$ cat config.mk
export PLATFORM = sky130hd
export DESIGN_NAME = arcade_input_decoder
export DESIGN_NICKNAME = d
export VERILOG_FILES = /design/src/rtl/arcade_input_pkg.sv /design/src/rtl/arcade_input_decoder_coin_pulse.sv /design/src/rtl/arcade_input_decoder.sv
export SDC_FILE = /design/constraint.sdc
export NUM_CORES = 1
export LEC_CHECK = 0
export CORE_UTILIZATION = 40
export DETAILED_ROUTE_END_ITERATION = 8
export GPL_TIMING_DRIVEN = 1
export PLACE_DENSITY_LB_ADDON = 0.25
export SYNTH_ARGS = -nofsm -noshare
export SYNTH_HDL_FRONTEND = slang
export SYNTH_HIERARCHICAL = 1
export SYNTH_SLANG_ARGS = --single-unit
$ cat constraint.sdc
create_clock -name clk_sys -period 1.53 [get_ports clk_sys]
set_input_delay 0.306 -clock clk_sys [delete_from_list [all_inputs] [get_ports clk_sys]]
set_output_delay 0.306 -clock clk_sys [all_outputs]
set_load 0.05 [all_outputs]
$ cat src/rtl/arcade_input_pkg.sv
// Shared constants for the arcade input decoder: PS/2 scan codes, key latch
// slots, output bit positions, joystick bit positions and the coin FSM states.
package arcade_input_pkg;

  localparam logic [7:0] SC_UP       = 8'h75;
  localparam logic [7:0] SC_DOWN     = 8'h72;
  localparam logic [7:0] SC_LEFT     = 8'h6B;
  localparam logic [7:0] SC_RIGHT    = 8'h74;
  localparam logic [7:0] SC_SPACE    = 8'h29;
  localparam logic [7:0] SC_CTRL     = 8'h14;
  localparam logic [7:0] SC_F1       = 8'h05;
  localparam logic [7:0] SC_F2       = 8'h06;
  localparam logic [7:0] SC_START1   = 8'h16;
  localparam logic [7:0] SC_START2   = 8'h1E;
  localparam logic [7:0] SC_COIN1    = 8'h2E;
  localparam logic [7:0] SC_COIN2    = 8'h36;
  localparam logic [7:0] SC_P2_UP    = 8'h2D;
  localparam logic [7:0] SC_P2_DOWN  = 8'h2B;
  localparam logic [7:0] SC_P2_LEFT  = 8'h23;
  localparam logic [7:0] SC_P2_RIGHT = 8'h34;
  localparam logic [7:0] SC_P2_FIREA = 8'h1C;
  localparam logic [7:0] SC_P2_FIREB = 8'h1B;

  // One latch per physical key so overlapping presses release independently.
  localparam int K_UP1 = 0,  K_DN1 = 1,  K_LT1 = 2,  K_RT1 = 3;
  localparam int K_SPC = 4,  K_CTL = 5,  K_F1  = 6,  K_F2  = 7;
  localparam int K_S1  = 8,  K_S2  = 9,  K_C1  = 10, K_C2  = 11;
  localparam int K_UP2 = 12, K_DN2 = 13, K_LT2 = 14, K_RT2 = 15;
  localparam int K_FA2 = 16, K_FB2 = 17;
  localparam int NUM_KEYS = 18;

  localparam int I0_TRIG1 = 0, I0_TRIG2 = 1, I0_START1 = 2, I0_START2 = 3;
  localparam int I0_COIN1 = 4, I0_COIN2 = 5, I0_SERVICE = 7;
  localparam int I1_UP1 = 0, I1_RIGHT1 = 1, I1_DOWN1 = 2, I1_LEFT1 = 3;
  localparam int I1_UP2 = 4, I1_RIGHT2 = 5, I1_DOWN2 = 6, I1_LEFT2 = 7;

  localparam int J_RIGHT = 0, J_LEFT = 1, J_DOWN = 2, J_UP = 3;
  localparam int J_FIRE = 4, J_START1 = 5, J_START2 = 6, J_COIN = 7;

  typedef enum logic [1:0] {
    COIN_IDLE  = 2'd0,
    COIN_PULSE = 2'd1,
    COIN_HOLD  = 2'd2
  } coin_state_e;

endpackage

$ cat src/rtl/arcade_input_decoder_coin_pulse.sv
// Coin pulse stretcher: one raw-coin rising edge yields a pulse FRAMES vblanks
// long; the coin must be released before it can trigger again.
module coin_pulse
  import arcade_input_pkg::*;
#(
  parameter int FRAMES = 4
) (
  input  logic clk_sys,
  input  logic reset_n,
  input  logic coin_raw_i,
  input  logic vb_rise_i,
  output logic pulse_o
);

  localparam logic [3:0] LAST = 4'(FRAMES);

  coin_state_e state_q, state_d;
  logic [3:0]  cnt_q, cnt_d;
  logic        raw_q;

  // A release during PULSE is ignored; HOLD picks it up once counting is done.
  always_comb begin
    state_d = state_q;
    cnt_d   = cnt_q;
    case (state_q)
      COIN_IDLE: if (coin_raw_i && !raw_q) begin
        state_d = COIN_PULSE;
        cnt_d   = '0;
      end
      COIN_PULSE: if (vb_rise_i) begin
        cnt_d = cnt_q + 4'd1;
        if (cnt_d == LAST) state_d = COIN_HOLD;
      end
      COIN_HOLD: if (!coin_raw_i) state_d = COIN_IDLE;
      default: state_d = COIN_IDLE;
    endcase
  end

  always_ff @(posedge clk_sys or negedge reset_n) begin
    if (!reset_n) begin
      state_q <= COIN_IDLE;
      cnt_q   <= '0;
      raw_q   <= 1'b0;
    end else begin
      state_q <= state_d;
      cnt_q   <= cnt_d;
      raw_q   <= coin_raw_i;
    end
  end

  assign pulse_o = (state_q == COIN_PULSE);

endmodule

$ cat src/rtl/arcade_input_decoder.sv
// PS/2 keyboard + two joysticks to arcade inp0/inp1 ports with coin pulses.
// Define KEYB_P2_EN to decode the player-2 / JPAC keyboard codes.
module arcade_input_decoder
  import arcade_input_pkg::*;
#(
  parameter int COIN_FRAMES = 4
) (
  input  logic        clk_sys,
  input  logic        reset_n,
  input  logic [10:0] ps2_key,
  input  logic [15:0] joystk1,
  input  logic [15:0] joystk2,
  input  logic        vblank,
  input  logic        cabinet,
  input  logic        service,
  output logic [7:0]  inp0,
  output logic [7:0]  inp1
);

  logic                toggle_q, armed_q, vblank_q;
  logic [NUM_KEYS-1:0] key_q, key_d;
  logic [4:0]          ctl_q, ctl_d;
  logic [7:0]          inp1_q, inp1_d;
  logic                key_evt, pressed, ext, vb_rise;
  logic [7:0]          code;
  logic                up1, dn1, lt1, rt1, fire1, up2, dn2, lt2, rt2, fire2;
  logic                start1, start2, coin1_raw, coin2_raw, coin1, coin2;
  logic                unused_joy;

  assign unused_joy = ^{joystk1[15:8], joystk2[15:8]};
  assign pressed    = ps2_key[9];
  assign ext        = ps2_key[8];
  assign code       = ps2_key[7:0];
  // armed_q stays low for the first cycle after reset so a stale toggle is absorbed.
  assign key_evt    = armed_q && (ps2_key[10] != toggle_q);
  assign vb_rise    = vblank && !vblank_q;

  always_comb begin
    key_d = key_q;
    if (key_evt) begin
      case (code)
        SC_UP:    key_d[K_UP1] = pressed;
        SC_DOWN:  key_d[K_DN1] = pressed;
        SC_LEFT:  key_d[K_LT1] = pressed;
        SC_RIGHT: key_d[K_RT1] = pressed;
        default: ;
      endcase
      if (!ext) begin
        case (code)
          SC_SPACE:    key_d[K_SPC] = pressed;
          SC_CTRL:     key_d[K_CTL] = pressed;
          SC_F1:       key_d[K_F1]  = pressed;
          SC_F2:       key_d[K_F2]  = pressed;
          SC_START1:   key_d[K_S1]  = pressed;
          SC_START2:   key_d[K_S2]  = pressed;
          SC_COIN1:    key_d[K_C1]  = pressed;
`ifdef KEYB_P2_EN
          SC_COIN2:    key_d[K_C2]  = pressed;
          SC_P2_UP:    key_d[K_UP2] = pressed;
          SC_P2_DOWN:  key_d[K_DN2] = pressed;
          SC_P2_LEFT:  key_d[K_LT2] = pressed;
          SC_P2_RIGHT: key_d[K_RT2] = pressed;
          SC_P2_FIREA: key_d[K_FA2] = pressed;
          SC_P2_FIREB: key_d[K_FB2] = pressed;
`endif
          default: ;
        endcase
      end
    end
  end

  // Upright cabinets share one control panel, so P2 also drives P1.
  assign up2   = key_q[K_UP2] | joystk2[J_UP];
  assign dn2   = key_q[K_DN2] | joystk2[J_DOWN];
  assign lt2   = key_q[K_LT2] | joystk2[J_LEFT];
  assign rt2   = key_q[K_RT2] | joystk2[J_RIGHT];
  assign fire2 = key_q[K_FA2] | key_q[K_FB2] | joystk2[J_FIRE];
  assign up1   = key_q[K_UP1] | joystk1[J_UP]    | (!cabinet & up2);
  assign dn1   = key_q[K_DN1] | joystk1[J_DOWN]  | (!cabinet & dn2);
  assign lt1   = key_q[K_LT1] | joystk1[J_LEFT]  | (!cabinet & lt2);
  assign rt1   = key_q[K_RT1] | joystk1[J_RIGHT] | (!cabinet & rt2);
  assign fire1 = key_q[K_SPC] | key_q[K_CTL] | joystk1[J_FIRE] | (!cabinet & fire2);

  assign start1    = key_q[K_F1] | key_q[K_S1] | joystk1[J_START1] | joystk2[J_START1];
  assign start2    = key_q[K_F2] | key_q[K_S2] | joystk1[J_START2] | joystk2[J_START2];
  assign coin1_raw = key_q[K_F1] | key_q[K_C1] | joystk1[J_COIN];
  assign coin2_raw = key_q[K_F2] | key_q[K_C2] | joystk2[J_COIN];

  assign ctl_d  = {service, start2, start1, fire2, fire1};
  assign inp1_d = {lt2, dn2, rt2, up2, lt1, dn1, rt1, up1};

  always_ff @(posedge clk_sys or negedge reset_n) begin
    if (!reset_n) begin
      toggle_q <= 1'b0;
      armed_q  <= 1'b0;
      vblank_q <= 1'b0;
      key_q    <= '0;
      ctl_q    <= '0;
      inp1_q   <= '0;
    end else begin
      toggle_q <= ps2_key[10];
      armed_q  <= 1'b1;
      vblank_q <= vblank;
      key_q    <= key_d;
      ctl_q    <= ctl_d;
      inp1_q   <= inp1_d;
    end
  end

  coin_pulse #(.FRAMES(COIN_FRAMES)) u_coin1 (
    .clk_sys(clk_sys), .reset_n(reset_n), .coin_raw_i(coin1_raw),
    .vb_rise_i(vb_rise), .pulse_o(coin1)
  );

  coin_pulse #(.FRAMES(COIN_FRAMES)) u_coin2 (
    .clk_sys(clk_sys), .reset_n(reset_n), .coin_raw_i(coin2_raw),
    .vb_rise_i(vb_rise), .pulse_o(coin2)
  );

  // Coin bits come straight from the FSM state register so reset clears them at once.
  assign inp0 = {ctl_q[4], 1'b0, coin2, coin1, ctl_q[3:0]};
  assign inp1 = inp1_q;

endmodule

==> results of run 1 <==
==> synthesized netlist by cell type (2+ instances only) <==
master / n
buf_4: 4
a21oi_1: 6
and3_1: 2
nor4b_1: 2
and3b_2: 2
a21boi_0: 2
o21ai_0: 7
and3b_1: 2
nand2_1: 4
and4b_1: 3
mux2_1: 9
mux2_4: 4
nand2b_1: 2
or3b_2: 2
or3b_1: 2
a31oi_1: 2
conb_1: 2
a22o_1: 4
nand4b_1: 2
a31o_2: 2
nand3_1: 2
dfrtp_1: 41
ha_1: 4
nor2b_1: 8
a21o_1: 2
xnor2_1: 2
and4bb_1: 3
o41ai_1: 2
and2_2: 2
or4_1: 2
nor2_1: 6
inv_1: 9
nand4_1: 7
==> state kept, by name (all words and copies together) (netlist names) <==
signal,count
key_q,11
inp1,8
ctl_q,5
u_coin1/cnt_q,4
u_coin2/cnt_q,4
u_coin1/state_q,2
u_coin2/state_q,2
armed_q,1
toggle_q,1
u_coin1/raw_q,1
u_coin2/raw_q,1
vblank_q,1
==> repair_timing <==
item	in CTS	in global routing
pin swaps	1	5
resized for setup	5	14
endpoints found under the hold margin	41	0
endpoints found under the setup margin	6	16
hold buffers	1	0
==> where the power goes <==
group | switching, mW | internal [mW]
sequential | 0.140 | 1.25
combinational | 0.608 | 0.672
clock | 0.351 | 0.408
total | 1.10 | 2.32
==> area by class of cell <==
cell class	instances	area [um2]	area share
Clock inverter	1	5.00	0.00175
Sequential cell	41	1030	0.359
Multi-Input combinational cell	110	936	0.328
Timing Repair Buffer	63	676	0.237
Inverter	9	33.8	0.0118
Tap cell	67	83.8	0.0293
Clock buffer	7	96.3	0.0337
==> through the flow <==
stage / TNS (ns) / hold slack [ns]
finish: 0 / 0.219
global route: -0.00472 / 0.209
CTS: 0 / 0.440
detailed placement: -5.40 / 0.298
global placement: -5.04 / 0.293
floorplan: 0 / 0.0104
==> worst min path at each step <==
stage                    end  slack (ns)  cells after the start   startpoint
finish              toggle_q        0.22                      1  ps2_key[10]
global placement    vblank_q        0.29                      2      reset_n
detailed placement  vblank_q        0.30                      2      reset_n
floorplan            armed_q        0.01                      0      reset_n
CTS                 ctl_q[4]        0.44                      1      service
global route        toggle_q        0.21                      1  ps2_key[10]
==> metal layers <==
metal  wire (um)  vias up
met5           0        -
met4          66        0
met3         145        7
met2        1890       36
met1        1790      714
li1            -      733
==> kinds of logic after synthesis <==
| group | synth area share |
|---|---|
| AO/OA/AOI/OAI | 0.0897 |
| XOR/XNOR | 0.0133 |
| adder cells (fa/ha/maj) | 0.0253 |
| buffers and inverters | 0.0366 |
| flip-flops | 0.518 |
| multiplexers | 0.0815 |
| other | 0.00379 |
| AND/OR/NAND/NOR | 0.232 |
==> critical path, cell delays in order <==
cell             delay [ns]
clkdlybuf4s50_1        0.45
or2_2                  0.10
or3b_1                 0.36
a21o_1                 0.19
mux2_4                 0.25
==> cells in the final DEF, fill, tap and decap left out, types with 3 or more instances in the layout <==
cell and n:
clkbuf_8 7, ha_1 4, and4b_1 3, a21oi_1 6, buf_4 21, nor2b_1 7, dlygate4sd2_1 3, nand4_1 7
mux2_1 9, inv_1 9, dfrtp_1 41, nand2_1 4, o21ai_0 7, a22o_1 4, nor2_1 6, dlymetal6s2s_1 6
mux2_4 4, clkdlybuf4s50_1 21, buf_12 9, and4bb_1 3
==> results.py, run 1 <==
metrics = {
    "critical_path": {
        "crit_start": "joystk2[7]",
        "cp_max_fo": 3,
        "endpoint": "u_coin2/cnt_q[0]",
        "rr_worst_depth": 4,
        "r2r-end": "u_coin1/cnt_q[0]",
        "start_kind": "input pin",
        "arrival_ns": 1.67,
        "critPathKind": "in2reg",
        "r2r_start": "key_q[6]",
        "crit_required_ns": 1.70,
        "reg2reg_slack_ns": 0.05,
        "endpoint_kind": "flop",
    },
    "drt": {
        "drtPass1Iterations": 4,
        "postRouteWirelength_um": 3890,
        "ant_nets": 0,
        "wl_per_cell_um": 13.1,
        "dr_total_vias": 1490,
        "drc": 0,
        "dr.first_iter.drc_count": 75,
        "vias_per_cell": 5.00,
    },
    "synthesis": {
        "yosysWarnings": 6,
        "ys_ff_latch": 41,
        "syn_area_mm2": 0.00198,
        "yosys.area.top_type": "dfrtp_1",
        "synth.area.top_cells": "dfrtp_1, mux2_1, mux2_4",
        "synth.distinct_cells": 43,
        "synth.avg_cell_area_um2": 12.0,
        "yosysTopAreaCellShare": 0.518,
        "synth-async-reset-ratio": 1.00,
        "ys.flop_type": "dfrtp_1",
        "synth_nets": 217,
        "synth_edf_count": 0,
        "synth_cells": 165,
        "synth-seq-area-share": 0.518,
    },
    "outcome": {
        "outcome": "completed",
    },
    "sta": {
        "fin_crit_ns": 1.50,
        "fin_ws_ns": 0.0283,
        "setup_violations": 0,
        "post-route-period-util": 0.982,
        "drv_slew": 0,
        "fmax_mhz": 666,
        "hold_violations": 0,
        "fin_worst_skew_ns": 0.00485,
    },
    "power_and_ir_drop": {
        "peakVddDrop_v": 0.000608,
        "p_total_mw": 3.42,
        "p_leak_nw": 1.35,
        "pwr_density_cell_mw_per_mm2": 1200,
    },
    "cells_and_area": {
        "nNetsFinal": 282,
        "post-route-util": 0.601,
        "n_antenna_cell": 0,
        "final_cells": 298,
        "layout-drive-gt1-share": 0.281,
        "stdcell_area_mm2": 0.00286,
        "area_delta_synth_final_pct": 44.2,
        "nFillCells": 416,
    },
    "placed_design": {
        "portBuffers": 46,
        "pre_cts_ws_ns": -0.350,
        "placed_area_mm2": 0.00268,
        "place.gp.congestion": 0.815,
        "place_inst": 289,
        "dp_hpwl_um": 2950,
    },
    "floorplanning": {
        "num_rows": 25,
        "dieWidth_um": 72.4,
        "die_y_um": 72.4,
        "initial_core_util": 0.417,
        "coreArea_mm2": 0.00475,
        "ios": 64,
        "dieArea_mm2": 0.00524,
    },
    "global_routing": {
        "grt_pass1_wl_um": 6630,
        "grt_pass1_vias": 1472,
        "grt_max_degree": 42,
        "gr-usage-met2": 0.260,
        "overflow": 0,
        "grtUsageTotal": 0.165,
        "use_met3": 0.0347,
        "antenna_found_initial": 0,
        "met1_usage": 0.225,
        "busiest_layer": "met2",
    },
    "clock_network": {
        "h-tree-depth": 2,
        "cts.sinks": 41,
        "tritoncts": "done",
        "root_buffer": "clkbuf_8",
        "path_clk_slew_ns": 0.07,
        "clk_latency_ns": 0.28,
        "numCtsBuffers": 5,
        "cts_buffer_depth": 2,
        "post-cts-setup-buffers": 0,
    },
    "min_path": {
        "min_path_type": "in2reg",
    },
    "flow_run": {
        "maxCapViolCount": 0,
    },
}
No activity file was read; power rests on OpenSTA's default activity.
==> run 2, diff against run 1 <==
--- a/config.mk
+++ b/config.mk
@@ -5,10 +5,11 @@
 export SDC_FILE = /design/constraint.sdc
 export NUM_CORES = 1
 export LEC_CHECK = 0
+export CORE_MARGIN = 5
 export CORE_UTILIZATION = 40
 export DETAILED_ROUTE_END_ITERATION = 8
 export GPL_TIMING_DRIVEN = 1
-export PLACE_DENSITY_LB_ADDON = 0.25
+export PLACE_DENSITY = 0.67
 export SYNTH_ARGS = -nofsm -noshare
 export SYNTH_HDL_FRONTEND = slang
 export SYNTH_HIERARCHICAL = 1
==> run 2 against run 1 <==
Effect of this change: sequential share of layout area grew 0.64 points; final cell count is the same; cell area shrank 1.8%; register-to-register slack is essentially flat; flip-flop and latch count is the same; setup slack lost 0.0090 ns; non-clock buffer count is the same; critical path type unchanged.
==> results.py, run 2 (synthesized netlist as in run 1, its figures left out) <==
metrics = {
    "outcome": {
        "outcome": "completed",
    },
    "power_and_ir_drop": {
        "pwr_density_cell_mw_per_mm2": 1190,
        "peakVddDrop_v": 0.000496,
        "p_leak_nw": 1.32,
    },
    "critical_path": {
        "r2r-end": "u_coin2/cnt_q[0]",
        "endpoint_kind": "flop",
        "cp_num_buf_inv": 1,
        "start_kind": "input pin",
        "rr_worst_depth": 4,
        "path_depth": 5,
        "crit_chain": "clkdlybuf4s50_1, or3_4, or3b_4, a21o_1, mux2_4",
        "endpoint": "u_coin1/cnt_q[0]",
        "cp_top_family": "simple AND/OR/NAND/NOR gates",
        "arrival_ns": 1.69,
        "cp_slowest_cell": "clkdlybuf4s50_1",
        "max_stage_delay_ns": 0.45,
        "crit_required_ns": 1.71,
        "cp_max_fo": 3,
        "r2r_start": "key_q[7]",
        "reg2reg_slack_ns": 0.06,
        "critPathKind": "in2reg",
        "crit_start": "joystk1[7]",
    },
    "clock_network": {
        "clk_latency_ns": 0.29,
        "numCtsBuffers": 5,
        "cts_buffer_depth": 2,
        "post-cts-setup-buffers": 0,
        "path_clk_slew_ns": 0.07,
        "h-tree-depth": 2,
        "root_buffer": "clkbuf_8",
        "cts.sinks": 41,
        "tritoncts": "done",
    },
    "placed_design": {
        "pre_cts_ws_ns": -0.369,
        "place_inst": 289,
        "portBuffers": 46,
        "place.gp.congestion": 0.837,
        "dp_hpwl_um": 3530,
    },
    "cells_and_area": {
        "final_common_cell": "dfrtp_1",
        "layout-drive-gt1-share": 0.277,
        "area_delta_synth_final_pct": 41.7,
        "largest_reg_flops": 11,
        "nNetsFinal": 282,
        "top_register": "key_q",
        "most-common-layout-cells": "dfrtp_1, clkdlybuf4s50_1, buf_4, inv_1, mux2_1",
        "n_antenna_cell": 0,
        "final_cells": 298,
        "post-route-util": 0.590,
    },
    "drt": {
        "vias_per_cell": 5.13,
        "dr.first_iter.drc_count": 60,
        "drtPass1Iterations": 4,
        "wl_per_cell_um": 14.7,
        "postRouteWirelength_um": 4390,
        "dr_total_vias": 1530,
        "ant_nets": 0,
        "drc": 0,
    },
    "min_path": {
        "min_path_type": "in2reg",
    },
    "global_routing": {
        "overflow": 0,
        "grtUsageTotal": 0.147,
        "antenna_found_initial": 0,
        "grt_max_degree": 20,
        "grt_pass1_wl_um": 7410,
        "grt_pass1_vias": 1596,
    },
    "sta": {
        "post-route-period-util": 0.987,
        "rsz0062_at_grt": "false",
        "hold_violations": 0,
        "fin_crit_ns": 1.51,
        "fin_setup_tns_ns": 0,
        "fin_ws_ns": 0.0193,
        "fmax_mhz": 662,
        "drv_slew": 0,
        "setup_violations": 0,
        "fin_worst_skew_ns": 0.00267,
    },
    "floorplanning": {
        "ios": 64,
        "dieArea_mm2": 0.00646,
        "dieWidth_um": 80.4,
        "die_y_um": 80.4,
        "num_rows": 25,
        "coreArea_mm2": 0.00475,
        "initial_core_util": 0.417,
    },
    "flow_run": {
        "maxCapViolCount": 0,
    },
}
-- run 2: changes by cell type in the layout (fill, tap and decap cells not counted), sizes merged --
cell	previous run	this run
clkinv	1	0
clkbuf	7	8
dlymetal6s2s	6	5
clkdlybuf4s50	21	22
-- run 2: worst min-delay path by stage --
stage / start / endpoint / slack, ns / cells after the start
after floorplan: reset_n / armed_q / 0.01 / 0
after global placement: reset_n / u_coin1/cnt_q[3] / 0.26 / 1
after detailed placement: reset_n / u_coin1/cnt_q[3] / 0.27 / 1
after CTS: service / ctl_q[4] / 0.44 / 1
after global routing: ps2_key[10] / toggle_q / 0.23 / 1
final: ps2_key[10] / toggle_q / 0.22 / 1
-- run 2: layout make-up --
cell class / count / area (um2)
Clock buffer: 8 / 80.1
Fill cell: 408 / 1950
Inverter: 9 / 33.8
Multi-Input combinational cell: 110 / 931
Sequential cell: 41 / 1030
Tap cell: 67 / 83.8
Timing Repair Buffer: 63 / 652
-- run 2: routing by layer --
metal  up-vias  wire [um]  share of wire  GRT usage
met5         -          0              0          0
met4         0         78          0.018     0.0524
met3         7        219          0.050     0.0415
met2        42       2290           0.52      0.259
met1       755       1800           0.41      0.170
li1        726          -              -          -
-- run 2: worst reg2reg max path, stage by stage (launching register included) --
cell and delay [ns]:
dfrtp_1 0.37, or2_4 0.13, or3b_4 0.37, a21o_1 0.22
mux2_4 0.26
-- run 2: where the power goes --
group	leakage, nW	internal [mW]	total, mW	switching (mW)
sequential	0.503	1.25	1.39	0.145
combinational	0.775	0.665	1.27	0.609
clock	0.0395	0.324	0.669	0.345
-- run 2: timing repair --
item	4_1_cts	5_1_grt
setup endpoints to repair	10	13
hold buffers	1	0
hold endpoints to repair	17	0
gates cloned	0	0
pin swaps	1	8
gates resized for setup	7	14
-- run 2: metrics by stage --
step | instance area [um2] | power, mW | hold WS (ns)
floorplan | 1980 | 2.12 | 0.0104
global placement | 2650 | 2.57 | 0.264
detailed placement | 2650 | 2.64 | 0.266
CTS | 2760 | 3.34 | 0.437
global route | 2810 | 3.53 | 0.229
finish | 2810 | 3.33 | 0.223
==> run 3, diff against run 2 <==
--- a/config.mk
+++ b/config.mk
@@ -5,12 +5,15 @@
 export SDC_FILE = /design/constraint.sdc
 export NUM_CORES = 1
 export LEC_CHECK = 0
+export CELL_PAD_IN_SITES_DETAIL_PLACEMENT = 0
+export CELL_PAD_IN_SITES_GLOBAL_PLACEMENT = 1
 export CORE_MARGIN = 5
-export CORE_UTILIZATION = 40
+export CORE_UTILIZATION = 35
 export DETAILED_ROUTE_END_ITERATION = 8
 export GPL_TIMING_DRIVEN = 1
-export PLACE_DENSITY = 0.67
+export PLACE_DENSITY = 0.74
 export SYNTH_ARGS = -nofsm -noshare
 export SYNTH_HDL_FRONTEND = slang
 export SYNTH_HIERARCHICAL = 1
 export SYNTH_SLANG_ARGS = --single-unit
+export TNS_END_PERCENT = 30
==> run 3 against run 2 <==
Effect of this change: the flow now finishes with violations (setup timing); critical path depth is the same; critical endpoint unchanged; die area up 12%; highest routed layer unchanged; clock power up 3%; cell area increased by 1.1%; routed wire length decreased by 7.1%; non-clock buffer count increased by 6; power up 1.1%; global-route usage fell by 2.9 points; sequential power barely moved; combinational power increased by 3%.
==> results.py, run 3 (synthesized netlist as in run 1, its figures left out) <==
metrics = {
    "drt": {
        "postRouteWirelength_um": 4080,
        "drtPass1Iterations": 4,
        "dr.first_iter.drc_count": 64,
        "wl_met3_um": 185,
        "top_layer": "met4",
        "ant_nets": 0,
        "wl_met1_um": 1730,
        "drc": 0,
        "vias_per_cell": 4.86,
        "wl_met2_um": 2120,
        "dr_total_vias": 1497,
        "wl_per_cell_um": 13.3,
    },
    "sta": {
        "fin_crit_ns": 1.55,
        "hold_violations": 0,
        "fin_worst_skew_ns": 0.00359,
        "fin_ws_ns": -0.0172,
        "hold_slack_ns": 0.188,
        "post-route-period-util": 1.01,
        "fmax_mhz": 646,
        "drv_slew": 0,
        "rsz0062_at_grt": "true",
        "setup_violations": 1,
    },
    "clock_network": {
        "numCtsBuffers": 5,
        "path_clk_slew_ns": 0.07,
        "tritoncts": "done",
        "cts.sinks": 41,
        "h-tree-depth": 2,
        "clk_latency_ns": 0.28,
        "root_buffer": "clkbuf_8",
        "cts_buffer_depth": 2,
    },
    "critical_path": {
        "crit_start": "joystk1[7]",
        "path_depth": 5,
        "start_kind": "input pin",
        "r2r_start": "key_q[6]",
        "endpoint_kind": "flop",
        "critPathKind": "in2reg",
        "cp_num_buf_inv": 1,
        "rr_worst_depth": 4,
        "arrival_ns": 1.71,
        "cp_slowest_cell": "clkdlybuf4s50_1",
        "cp_max_fo": 3,
        "crit_required_ns": 1.70,
        "crit_chain": "clkdlybuf4s50_1, or3_1, or3b_4, a21o_1, mux2_4",
        "cp_top_family": "simple AND/OR/NAND/NOR gates",
        "max_stage_delay_ns": 0.46,
    },
    "cells_and_area": {
        "final_common_cell": "dfrtp_1",
        "nNetsFinal": 288,
        "most-common-layout-cells": "dfrtp_1, buf_4, clkdlybuf4s50_1, inv_1, mux2_1",
        "top_register": "key_q",
        "area_delta_synth_final_pct": 43.2,
        "n_antenna_cell": 0,
        "final_cells": 308,
        "post-route-util": 0.515,
        "largest_reg_flops": 11,
        "layout-drive-gt1-share": 0.292,
    },
    "floorplanning": {
        "dieWidth_um": 85.2,
        "die_y_um": 85.2,
        "ios": 64,
        "num_rows": 27,
        "coreArea_mm2": 0.00551,
        "dieArea_mm2": 0.00726,
        "initial_core_util": 0.360,
    },
    "placed_design": {
        "place.gp.congestion": 0.792,
        "portBuffers": 46,
        "dp_hpwl_um": 3150,
        "pre_cts_ws_ns": -0.345,
        "place_inst": 299,
    },
    "power_and_ir_drop": {
        "peakVddDrop_v": 0.000589,
        "p_total_mw": 3.37,
        "p_leak_nw": 1.33,
        "pwr_density_cell_mw_per_mm2": 1190,
    },
    "outcome": {
        "outcome": "finished with violations",
        "violations": "setup timing",
    },
    "global_routing": {
        "grt_pass1_vias": 1546,
        "antenna_found_initial": 0,
        "overflow": 0,
        "grt_pass1_wl_um": 6960,
        "grt_max_degree": 42,
        "grtUsageTotal": 0.119,
    },
    "min_path": {
        "hold_start": "ps2_key[10]",
        "hold_path_depth": 1,
        "min_path_type": "in2reg",
    },
    "flow_run": {
        "maxCapViolCount": 0,
    },
}
run 3: cell count changes in the layout (fill, tap and decap cells not counted), moves of 2 or more:
cell and change:
buf_4 +8, buf_6 -2, clkbuf_1 -2, clkdlybuf4s50_1 +2, dlymetal6s2s_1 -2
run 3: per-layer routing:
metal  vias to the layer above  GRT usage
met3                         6     0.0340
met1                       721      0.141
met4                         0     0.0302
met2                        29      0.209
li1                        741          -
met5                         -          0
run 3: layout make-up:
cell class / instances / area (um2)
fill: 519 / 2670
sequential: 41 / 1030
multi-input combinational: 110 / 916
timing repair buffer: 69 / 684
tap: 72 / 90.1
clock buffer: 7 / 86.3
inverter: 9 / 33.8
run 3: worst paths after layout:
kind,endpoint,slack [ns]
min in group asynchronous,u_coin1/cnt_q[2],0.52
worst max register to register,u_coin1/cnt_q[0],0.10
worst max-delay path,u_coin1/cnt_q[0],-0.02
worst min register to register,ctl_q[2],0.47
worst min-delay path,toggle_q,0.19
max in group asynchronous,u_coin2/cnt_q[1],0.81
run 3: report_power, final:
group          leakage (nW)  switching, mW  internal, mW
logic                 0.779          0.619         0.690
registers             0.503          0.130          1.25
clock network        0.0443          0.330         0.358
run 3: repair_timing:
action                                 CTS  global route
hold buffers                             1             0
pin swaps                                3             0
setup endpoints to repair               10            16
buffers inserted                         0             1
gates resized for setup                  4            10
endpoints found under the hold margin   41             0
cloned                                   0             0
run 3: stage by stage:
stage,instance area [um2],TNS [ns]
after floorplan,1980,0
after global placement,2700,-5.36
after detailed placement,2700,-5.64
after CTS,2790,-0.0196
after global routing,2840,-0.0524
final,2840,-0.0172
run 3: worst register-to-register path, delay by kind of cell (launching register included):
family / cells / cell delay, ns
flops: 1 / 0.36
compound gates: 1 / 0.20
mux: 1 / 0.26
simple gates: 2 / 0.50
